[config.mk]
export PLATFORM = sky130hd
export DESIGN_NAME = ggt_arbiter
export DESIGN_NICKNAME = d
export VERILOG_FILES = /design/src/rtl/ggt_arbiter.sv
export SDC_FILE = /design/constraint.sdc
export NUM_CORES = 1
export LEC_CHECK = 0
export CORE_AREA = 4 4 112 114
export CTS_CLUSTER_SIZE = 28
export DETAILED_ROUTE_END_ITERATION = 8
export DIE_AREA = 0 0 116 118
export PLACE_DENSITY = 0.78
export SYNTH_ARGS = -nofsm -noshare
export SYNTH_HDL_FRONTEND = slang
export SYNTH_SLANG_ARGS = --single-unit
[constraint.sdc]
create_clock -name clk -period 3.2 [get_ports clk]
set_input_delay 0.48 -clock clk [delete_from_list [all_inputs] [get_ports clk]]
set_output_delay 0.48 -clock clk [all_outputs]
set_load 0.005 [all_outputs]
[src/rtl/ggt_arbiter.sv]
// Round-robin arbiter that shares one ggt_top GCD engine among N_REQ requesters.
// Zero operands are answered directly; a hung engine is timed out and reset.
module ggt_arbiter #(
    parameter int unsigned N_REQ       = 4,
    parameter int unsigned WIDTH       = 16,
    parameter int unsigned TIMEOUT_CYC = 1024
) (
    input  logic                   clk,
    input  logic                   rst_n_i,
    input  logic [N_REQ-1:0]       req_i,
    input  logic [N_REQ*WIDTH-1:0] zahl1_i,
    input  logic [N_REQ*WIDTH-1:0] zahl2_i,
    output logic [N_REQ-1:0]       ack_o,
    output logic [N_REQ-1:0]       done_o,
    output logic [WIDTH-1:0]       ergebnis_o,
    output logic                   err_o,
    output logic                   busy_o,
    output logic                   ggt_rst_o,
    output logic                   ggt_start_o,
    output logic [WIDTH-1:0]       ggt_zahl1_o,
    output logic [WIDTH-1:0]       ggt_zahl2_o,
    input  logic                   ggt_valid_i,
    input  logic [WIDTH-1:0]       ggt_ergebnis_i
);

    localparam int unsigned ID_W  = (N_REQ > 1) ? $clog2(N_REQ) : 1;
    localparam int unsigned CNT_W = $clog2(TIMEOUT_CYC);
    localparam logic [CNT_W-1:0] CNT_LAST = CNT_W'(TIMEOUT_CYC - 1);
    localparam logic [ID_W-1:0]  PTR_RST  = ID_W'(N_REQ - 1);

    typedef enum logic [2:0] {
        S_IDLE,
        S_ISSUE,
        S_WAIT,
        S_FLUSH,
        S_BYPASS,
        S_RESP
    } state_e;

    state_e            state_q, state_d;
    logic [ID_W-1:0]   id_q, id_d;
    logic [ID_W-1:0]   ptr_q, ptr_d;
    logic [WIDTH-1:0]  z1_q, z1_d;
    logic [WIDTH-1:0]  z2_q, z2_d;
    logic [CNT_W-1:0]  cnt_q, cnt_d;
    logic [WIDTH-1:0]  erg_q, erg_d;
    logic [N_REQ-1:0]  ack_q, ack_d;
    logic [N_REQ-1:0]  done_q, done_d;
    logic              err_q, err_d;
    logic              busy_q, busy_d;
    logic              grst_q, grst_d;
    logic              start_q, start_d;

    logic              win_vld;
    logic [ID_W-1:0]   win_id;
    logic [WIDTH-1:0]  win_z1;
    logic [WIDTH-1:0]  win_z2;

    // Round-robin pick: first active request after the last winner, wrapping.
    always_comb begin
        win_vld = 1'b0;
        win_id  = '0;
        win_z1  = '0;
        win_z2  = '0;
        for (int unsigned i = 1; i <= N_REQ; i++) begin
            logic [ID_W-1:0] cand;
            cand = ID_W'((32'(ptr_q) + i) % N_REQ);
            if (!win_vld && req_i[cand]) begin
                win_vld = 1'b1;
                win_id  = cand;
            end
        end
        for (int unsigned k = 0; k < N_REQ; k++) begin
            if (ID_W'(k) == win_id) begin
                win_z1 = zahl1_i[k*WIDTH +: WIDTH];
                win_z2 = zahl2_i[k*WIDTH +: WIDTH];
            end
        end
    end

    // Next-state and registered-output values for the job sequencer.
    always_comb begin
        state_d = state_q;
        id_d    = id_q;
        ptr_d   = ptr_q;
        z1_d    = z1_q;
        z2_d    = z2_q;
        cnt_d   = cnt_q;
        erg_d   = erg_q;
        ack_d   = '0;
        done_d  = '0;
        err_d   = 1'b0;
        grst_d  = 1'b0;
        start_d = 1'b0;

        case (state_q)
            S_IDLE: begin
                if (win_vld) begin
                    id_d  = win_id;
                    ptr_d = win_id;
                    z1_d  = win_z1;
                    z2_d  = win_z2;
                    ack_d = N_REQ'(1) << win_id;
                    if ((win_z1 == '0) || (win_z2 == '0)) begin
                        state_d = S_BYPASS;
                        done_d  = N_REQ'(1) << win_id;
                        erg_d   = win_z1 | win_z2;
                    end else begin
                        state_d = S_ISSUE;
                        start_d = 1'b1;
                    end
                end
            end
            S_ISSUE: begin
                state_d = S_WAIT;
                cnt_d   = '0;
            end
            S_WAIT: begin
                // The first WAIT cycle may still show the previous job's valid.
                if (ggt_valid_i && (cnt_q != '0)) begin
                    state_d = S_RESP;
                    erg_d   = ggt_ergebnis_i;
                    done_d  = N_REQ'(1) << id_q;
                end else if (cnt_q == CNT_LAST) begin
                    state_d = S_FLUSH;
                    grst_d  = 1'b1;
                    cnt_d   = '0;
                end else begin
                    cnt_d = cnt_q + CNT_W'(1);
                end
            end
            S_FLUSH: begin
                if (cnt_q == '0) begin
                    grst_d = 1'b1;
                    cnt_d  = CNT_W'(1);
                end else begin
                    state_d = S_RESP;
                    done_d  = N_REQ'(1) << id_q;
                    err_d   = 1'b1;
                    erg_d   = '0;
                end
            end
            S_BYPASS: state_d = S_IDLE;
            S_RESP:   state_d = S_IDLE;
            default:  state_d = S_IDLE;
        endcase

        busy_d = (state_d != S_IDLE);
    end

    // State and output registers with synchronous active-low reset.
    always_ff @(posedge clk) begin
        if (!rst_n_i) begin
            state_q <= S_IDLE;
            id_q    <= '0;
            ptr_q   <= PTR_RST;
            z1_q    <= '0;
            z2_q    <= '0;
            cnt_q   <= '0;
            erg_q   <= '0;
            ack_q   <= '0;
            done_q  <= '0;
            err_q   <= 1'b0;
            busy_q  <= 1'b0;
            grst_q  <= 1'b1;
            start_q <= 1'b0;
        end else begin
            state_q <= state_d;
            id_q    <= id_d;
            ptr_q   <= ptr_d;
            z1_q    <= z1_d;
            z2_q    <= z2_d;
            cnt_q   <= cnt_d;
            erg_q   <= erg_d;
            ack_q   <= ack_d;
            done_q  <= done_d;
            err_q   <= err_d;
            busy_q  <= busy_d;
            grst_q  <= grst_d;
            start_q <= start_d;
        end
    end

    assign ack_o       = ack_q;
    assign done_o      = done_q;
    assign ergebnis_o  = erg_q;
    assign err_o       = err_q;
    assign busy_o      = busy_q;
    assign ggt_rst_o   = grst_q;
    assign ggt_start_o = start_q;
    assign ggt_zahl1_o = z1_q;
    assign ggt_zahl2_o = z2_q;

endmodule

# Word-level counts from Yosys, hierarchy flattened
# Index checks and enable logic that the tools add are counted.
[totals]
reg_bits = 77
inputBits = 151
out_inout_bits = 60
word_cells = 110
[op_classes]
n_addsub = 5
order_cmp = 4
eq_ne = 13
shifts = 2
muxes = 50
n_bitwise = 1
n_reduce_logical = 22
[ops]
columns = ["op", "count"]
rows = [
  ["$mux 16", 12],
  ["$pmux 16 s3", 1],
  ["$logic_not 16->1", 2],
  ["$mux 10", 3],
  ["$pmux 10 s3", 1],
  ["$mux 4", 4],
  ["$or 16x16->16", 1],
  ["$mux 3", 5],
  ["$mux 1", 13],
  ["$lt 2x3->1 const B", 4],
  ["$ne 2x2->1 const B", 6],
  ["$pmux 3 s4", 1],
  ["$pmux 4 s3", 1],
  ["$add 10x1->10 const B", 1],
  ["$eq 10x10->1 const B", 1],
  ["$logic_not 10->1", 1],
  ["$reduce_bool 10->1", 1],
  ["$reduce_bool 3->1", 3],
  ["$bmux 1 s2", 4],
  ["$mux 2", 4],
  ["$shl 1x2->4 const A", 2],
  ["$eq 3x2->1 const B", 2],
  ["$reduce_and 3->1", 2],
  ["$reduce_and 5->1", 1],
  ["12 further kinds", 21],
]

# Longest topological paths before layout
# Gate-level depths: netlist (run 1).
[depth]
word_depth = 24
mapped_depth = 12
ltp_nobuf = 10

# Worst setup path before layout (run 1)
# OpenSTA, ideal clock, no wires.
[synth_path]
kind = "input -> register"
startpoint = "in req_i[2]"
endpoint = "reg erg_q[4], in the netlist ergebnis_o[4]"
setup_ns = 0.062
t_arrival_ns = 2.874
required_time_ns = 3.138
path_slack_ns = 0.264
cell_stages = 11
n_path_buf = 3
path_cell_list = "nand2b_1 > a21boi_1 > o221ai_2 > buf_6 > buf_2 > mux4_2 > nor4_4 > nand4_2 > buf_6 > a211o_1 > nand3_1"
[synth_via]
elab_chain_cells = 21
word_cells_on_any_way = 44
classes_between = "eq/ne: 5; mux: 27; bitwise: 1; reduce/logical: 11"
[synth_lines]
columns = ["element", "line_no", "text"]
rows = [
  ["start: declaration", "10", "input logic [N_REQ-1:0] req_i,"],
  ["$bmux 1 s2", "68", "if (!win_vld && req_i[cand]) begin"],
  ["$mux 1 (implied by the code)", "68", ""],
  ["$mux 1", "68", ""],
  ["$logic_not 1->1", "68", ""],
  ["$logic_and 1x1->1", "68", ""],
  ["$mux 1", "68", ""],
  ["$logic_not 1->1", "68", ""],
  ["$logic_and 1x1->1", "68", ""],
  ["(+2 left out)", "n/a", ""],
  ["$logic_and 1x1->1", "68", ""],
  ["$mux 2", "68", ""],
  ["$logic_not 2->1", "74", "if (ID_W'(k) == win_id) begin"],
  ["$mux 16 (4 in a row)", "74", ""],
  ["$logic_not 16->1 or $or 16x16->16 (tied branches)", "104, 107", ""],
  ["$logic_or 1x1->1 or $mux 16 (tied branches)", "104", "if ((win_z1 == '0) || (win_z2 == '0)) begin"],
  ["$ne 2x2->1 (no source line) or $mux 16 (tied branches)", "n/a", ""],
  ["$reduce_and 5->1 (no source line) or $pmux 16 s3 (tied branches)", "n/a", ""],
  ["end signal: assignment", "174", "erg_q <= erg_d;"],
  ["end: declaration", "46", "logic [WIDTH-1:0] erg_q, erg_d;"],
]
# Several ways; a longest one is shown, not always the timed one. The select of a mux whose other input is x is not followed.
# A chain may end at the register's enable or synchronous reset.

# Worst setup path after layout (run 1)
[layout_path]
startpoint = "in req_i[3]"
endpoint = "reg erg_q[0], in the netlist ergebnis_o[0]"
# Same word-level chain as after synthesis.

==> reports/results.ini, run 1 <==
[power]
p_sw_share_pct=34.58
ir_drop_v=0.0003272
p_leak_uw=0.003106
p_switching_uw=1375
seqPwrFrac_pct=28.8
combPwrFrac_pct=46.0
p_clk_share_pct=25.1
internal-power_uw=2601
cellPowerDensity_nw_per_um2=507.0

[worst_setup_path]
start_kind=input port
crit_path_end_kind=flip-flop
crit_fanout=7
crit_type=in2reg
cp.arrival_ps=3370
required_ps=3480

[timing]
finalSetupViolCount=0
fin_worst_skew_ps=8.837
drv_slew=0
hold_viol=0
worst_slew_pin_slew_ps=601.3
fmax_ghz=0.3243
min_period_ps=3084
finalSetupTns_ps=0
finalCritPeriodShare_pct=96.37
maxSlewHeadroom_pct=59.82

[cts]
cts_hold_buf=0
clock_latency_ps=340
cts_max_path_buffers=2
htree_levels=3
cts_sinks=77
cts_tree=done
clockRootBuffer=clkbuf_16
cts_buffers=9
cts.reportedPaths.clkPinSlew_ps=70

[synthesis]
synth_top_cell_area_share_pct=33.77
synth_fp_nets=659
ys_warn_count=0
netlist_instances=506
yosysUniqueCellTypes=47
synthTopCellsByArea=dfxtp_1 (34%), mux4_2 (14%), nand2_1 (7.0%)
syn_avg_cell_area_um2=9.021
ys_async_sr_fraction_pct=0
synth_top_cell_by_area=dfxtp_1
synth_edf_count=0
ys_seq_area_share_pct=33.77
ys.flop_type=dfxtp_1
synthesis.area_um2=4564
ys_ff_latch=77

[grt]
use_met1_pct=30.21
grt_pass1_vias=5665
grt_max_degree=35
antenna_found_initial=2
gr-total-overflow=0
grtUsageTotal_pct=27.80
grt_util_met2_pct=48.20
gr-usage-met3_pct=6.170
busiest_layer=met2
grt_pass1_wl_um=29500

[drt]
ant_nets=0
post_drt_via_cell_ratio=5.795
drt_iter0_markers=355
drc=0
totalWireLength_um=19420
wire_per_inst_um=21.00
vias=5360
first_pass_iters=5

[place]
placed_cell_area_um2=7335
dp_hpwl_um=15230
gpl.final_weighted_congestion=0.9297
io_buffers=210
dp.cells=901

[min_path]
min_path_type=reg2reg

[floorplanning]
start_util_pct=39.97
coreArea_um2=11420
die_area_um2=13690
die_width_um=116
io_pins=211
rows=39
die_h_um=118

[outcome]
outcome=completed

[finish]
fin_nets=928
design_area_um2=7843
fillers=876
final_util_pct=68.68
finalNonFillerCells=925
area_growth_pct=71.82
drive_gt1_share_pct=20.77

[job]
drv_cap=0

-- cell type report --
| type | count | area, µm² | area share [%] |
|---|---|---|---|
| inverters | 23 | 86.33 | 1.101 |
| clock buffers | 9 | 225.2 | 2.872 |
| clock inverters | 7 | 62.56 | 0.7977 |
| flip-flops and latches | 77 | 1541 | 19.66 |
| multi-input cells | 367 | 2830 | 36.09 |
| diodes | 2 | 5.005 | 0.06382 |
| well taps | 143 | 178.9 | 2.281 |
| repair buffers | 297 | 2913 | 37.14 |
-- cells in the mapped netlist, drive strengths merged (2+ instances only) --
cell and n:
o311ai 10, clkbuf 27, nand3 27, ha 2, xor2 2, and3 16
o21ai 21, o211ai 5, nand2b 6, dfxtp 77, a21oi 47, and2 2
or2 2, a2bb2oi 16, inv 23, a31oi 3, a211o 7, nor4 10
buf 12, and4 4, o31ai 17, mux4 32, xnor2 3, nor2 31
nor3 3, nand4 4, nand2 85, or3 4
-- cell usage in the layout, fill, tap and decap left out, types with 11 or more instances in the layout --
master / netlist / layout
nor2_1: 30 / 29
and3_1: 16 / 16
o21ai_0: 21 / 21
clkdlybuf4s50_1: 0 / 207
a2bb2oi_1: 16 / 16
mux4_2: 29 / 29
dfxtp_1: 77 / 77
buf_4: 1 / 76
nand3_1: 27 / 27
a21oi_1: 47 / 46
inv_1: 22 / 22
nand2_1: 85 / 85
o31ai_1: 17 / 17
clkbuf_16: 0 / 11
-- flip-flops by register name, indices dropped and copies added, names as in the netlist --
register and flops:
ack_o 4, busy_o 1, cnt_q 10, done_o 4
ergebnis_o 16, err_o 1, ggt_rst_o 1, ggt_start_o 1
ggt_zahl1_o 16, ggt_zahl2_o 16, id_q 2, ptr_q 2
state_q 3
-- worst max-delay path, cell delays in order --
cell	delay, ps
dlygate4sd2_1	300
mux2_4	280
nand2_1	130
o221ai_4	120
buf_12	160
buf_12	140
buf_4	140
mux4_2	470
nor4_4	370
nand4_4	200
clkbuf_16	220
a211o_1	290
nand3_1	60
-- path summary, 6_finish.rpt --
check / from / to / slack [ps] / depth (start not counted)
worst min register to register: ggt_zahl2_o[0] / ggt_zahl2_o[0] / 460 / 2
worst min-delay path: ggt_zahl2_o[0] / ggt_zahl2_o[0] / 460 / 2
worst max-delay path: req_i[3] / ergebnis_o[0] / 120 / 13
worst max register to register: ptr_q[1] / ergebnis_o[0] / 140 / 12
-- power by group through the flow --
stage | clock network (µW) | registers [µW] | logic [µW]
floorplan | 0 | 1150 | 782
global placement | 0 | 1160 | 1680
detailed placement | 0 | 1160 | 1720
CTS | 1010 | 1140 | 1790
global route | 1050 | 1160 | 1940
finish | 999 | 1150 | 1830
-- per-layer routing --
layer	wire length [µm]	up-vias
li1	-	2410
met1	6783	2563
met3	1566	70
met2	9911	317
met4	1163	0
met5	0	-
-- metrics by stage --
step	hold slack [ps]	total power, µW	worst slack [ps]
6_report	458.8	3976	116.0
3_5_place_dp	449.6	2878	-450.0
5_1_grt	478.5	4142	-25.21
2_1_floorplan	452.7	1933	263.6
4_1_cts	459.1	3937	8.242
3_3_place_gp	448.2	2843	-305.3
-- cell families after synthesis --
family | Yosys count | share of synthesized area [%]
simple gates | 195 | 21.87
compound gates | 132 | 20.07
flops | 77 | 33.77
buf+inv | 62 | 6.414
mux | 33 | 16.37
xor+xnor | 5 | 0.9596
fa+ha+maj | 2 | 0.5482
-- timing repair --
action,4_1_cts,5_1_grt
setup buffers,1,1
hold endpoints to repair,0,0
gates cloned,2,2
endpoints found under the setup margin,15,22
pin swaps,4,2
gates resized for setup,9,9
(Power assumes the default switching activity.)
==> run 2: changes to the inputs <==
Settings changed: CORE_AREA 4 4 112 114 to 4 4 110 112, CTS_CLUSTER_DIAMETER from default to 80, DIE_AREA 0 0 116 118 to 0 0 114 116, PLACE_DENSITY 0.78 to 0.88.
==> run 2 against run 1 <==
Critical path depth fell by 1. Setup slack got worse by 150 ps. Wire length rose by 6.5%. First-iteration DRC count rose by 74%. The run now ends with setup timing left.
==> reports/results.ini, run 2 (synthesis results as in run 1) <==
[timing]
setup_ws_ps=-33.64
drv_slew=0
fin_worst_skew_ps=10.15
hold_viol=0
finalSetupViolCount=2
fmax_ghz=0.3092
finalCritPeriodShare_pct=101.1
worst_slew_pin_slew_ps=644.2
min_period_ps=3234
maxSlewHeadroom_pct=56.95

[finish]
layout_commonest_cell=clkdlybuf4s50_1
most-common-layout-cells=clkdlybuf4s50_1 (207), nand2_1 (84), buf_4 (79)
final_util_pct=69.93
drive_gt1_share_pct=21.07
finalNonFillerCells=931
area_growth_pct=71.96
fin_nets=931

[drt]
wire_per_inst_um=22.22
drc=0
drt_iter0_markers=618
post_drt_via_cell_ratio=6.038
first_pass_iters=6
vias=5621
ant_nets=0
totalWireLength_um=20690

[grt]
antenna_found_initial=4
grt_pass1_wl_um=29290
gr-total-overflow=0
grt_max_degree=35
grtUsageTotal_pct=28.68
grt_pass1_vias=5671

[cts]
cts_tree=done
clockRootBuffer=clkbuf_16
cts.reportedPaths.clkPinSlew_ps=70
htree_levels=3
cts_sinks=77
cts_hold_buf=0
clock_latency_ps=350
cts_buffers=9
cts_max_path_buffers=2

[power]
cellPowerDensity_nw_per_um2=510.1
p_switching_uw=1415
ir_drop_v=0.0003251
p_clk_share_pct=24.8
combPwrFrac_pct=46.6
p_sw_share_pct=35.35
p_leak_uw=0.003109
seqPwrFrac_pct=28.6
internal-power_uw=2588

[worst_setup_path]
crit_fanout=8
start_kind=input port
reg2reg_setup_slack_ps=70
cp.arrival_ps=3510
r2r-end=ergebnis_o[2]
crit_start=req_i[0]
crit_path_end_kind=flip-flop
cp_common_cell=buf_12
r2r_cells=12
r2r_start=ptr_q[1]
crit_type=in2reg
required_ps=3480
slowest_delay_ps=550
slowest_stage=clkdlybuf4s50_1
cp_cell_sequence=clkdlybuf4s50_1 -> a21oi_1 -> a31oi_1 -> a21oi_4 -> buf_12 -> buf_4 -> mux4_2 -> nor4_4 -> nand4_4 -> buf_12 -> a211o_1 -> nand3_1
cp-endpoint=ergebnis_o[2]

[floorplanning]
rows=39
start_util_pct=40.67
die_width_um=114
die_h_um=116
io_pins=211
coreArea_um2=11220
die_area_um2=13220

[job]
drv_cap=0

[outcome]
outcome=complete, but fails checks
violations=setup timing

[min_path]
min_path_type=reg2reg
holdCritStartpoint=ggt_zahl2_o[1]

[place]
dp_hpwl_um=15030
dp.cells=900
io_buffers=210
gpl.final_weighted_congestion=0.8871

==> run 2: cell count changes in the layout (fill, tap and decap cells not counted), sizes merged <==
| cell | change |
|---|---|
| buf | +2 |
| dlygate4sd2 | -1 |
| dlymetal6s2s | +1 |
| inv | -1 |
| clkinvlp | +1 |
| diode | +3 |
| clkbuf | +1 |
==> run 2: cell type report <==
| class | instances | area [µm²] |
|---|---|---|
| fill | 788 | 3374 |
| timing repair buffer | 300 | 2928 |
| multi-input combinational | 367 | 2818 |
| sequential | 77 | 1541 |
| clock buffer | 9 | 225.2 |
| tap | 143 | 178.9 |
| inverter | 23 | 86.33 |
| clock inverter | 7 | 58.81 |
| antenna | 5 | 12.51 |
==> run 2: worst max-delay path: cells and delay by family <==
family	cells	cell delay [ps]
buffers and inverters	4	1080
AOI/OAI and AO/OA	4	800
muxes	1	390
and+or+nand+nor	3	760
==> run 2: repair_timing <==
item	CTS	global route
resized for setup	9	9
pin swaps	2	8
endpoints found under the setup margin	15	22
cloned	1	3
buffers inserted	1	5
==> run 2: how the worst min path moves through the flow <==
| stage | to | slack (ps) | cells after the start |
|---|---|---|---|
| floorplan | ggt_zahl1_o[0] | 450 | 2 |
| global placement | ggt_zahl1_o[12] | 440 | 2 |
| detailed placement | ggt_zahl1_o[15] | 450 | 2 |
| CTS | ggt_zahl1_o[15] | 460 | 2 |
| global route | ggt_zahl2_o[3] | 490 | 2 |
| finish | ggt_zahl2_o[1] | 460 | 2 |
==> run 2: power groups by stage <==
stage	clock network, µW	registers [µW]	logic, µW
2_1_floorplan	0	1150	782
3_3_place_gp	0	1160	1640
3_5_place_dp	0	1160	1680
4_1_cts	990	1140	1740
5_1_grt	1030	1150	1960
6_report	992	1140	1870
==> run 2: metal layers <==
layer,vias up,track usage [%],part of all wire [%]
met4,0,21.62,8.7
met5,-,0,0
li1,2421,-,-
met3,136,7.154,10
met1,2591,31.52,33
met2,473,47.89,48
==> run 2: per-stage QoR <==
| step | instance area [µm²] | hold WS [ps] | setup slack (ps) | TNS (ps) | total power, µW |
|---|---|---|---|---|---|
| floorplan | 4564 | 452.7 | 263.6 | 0 | 1933 |
| global route | 7846 | 486.6 | -55.06 | -167.7 | 4136 |
| global placement | 7315 | 444.0 | -294.9 | -6058 | 2798 |
| finish | 7849 | 461.1 | -33.64 | -51.06 | 4003 |
| detailed placement | 7315 | 450.8 | -439.1 | -8442 | 2843 |
| CTS | 7664 | 460.7 | 5.906 | 0 | 3869 |
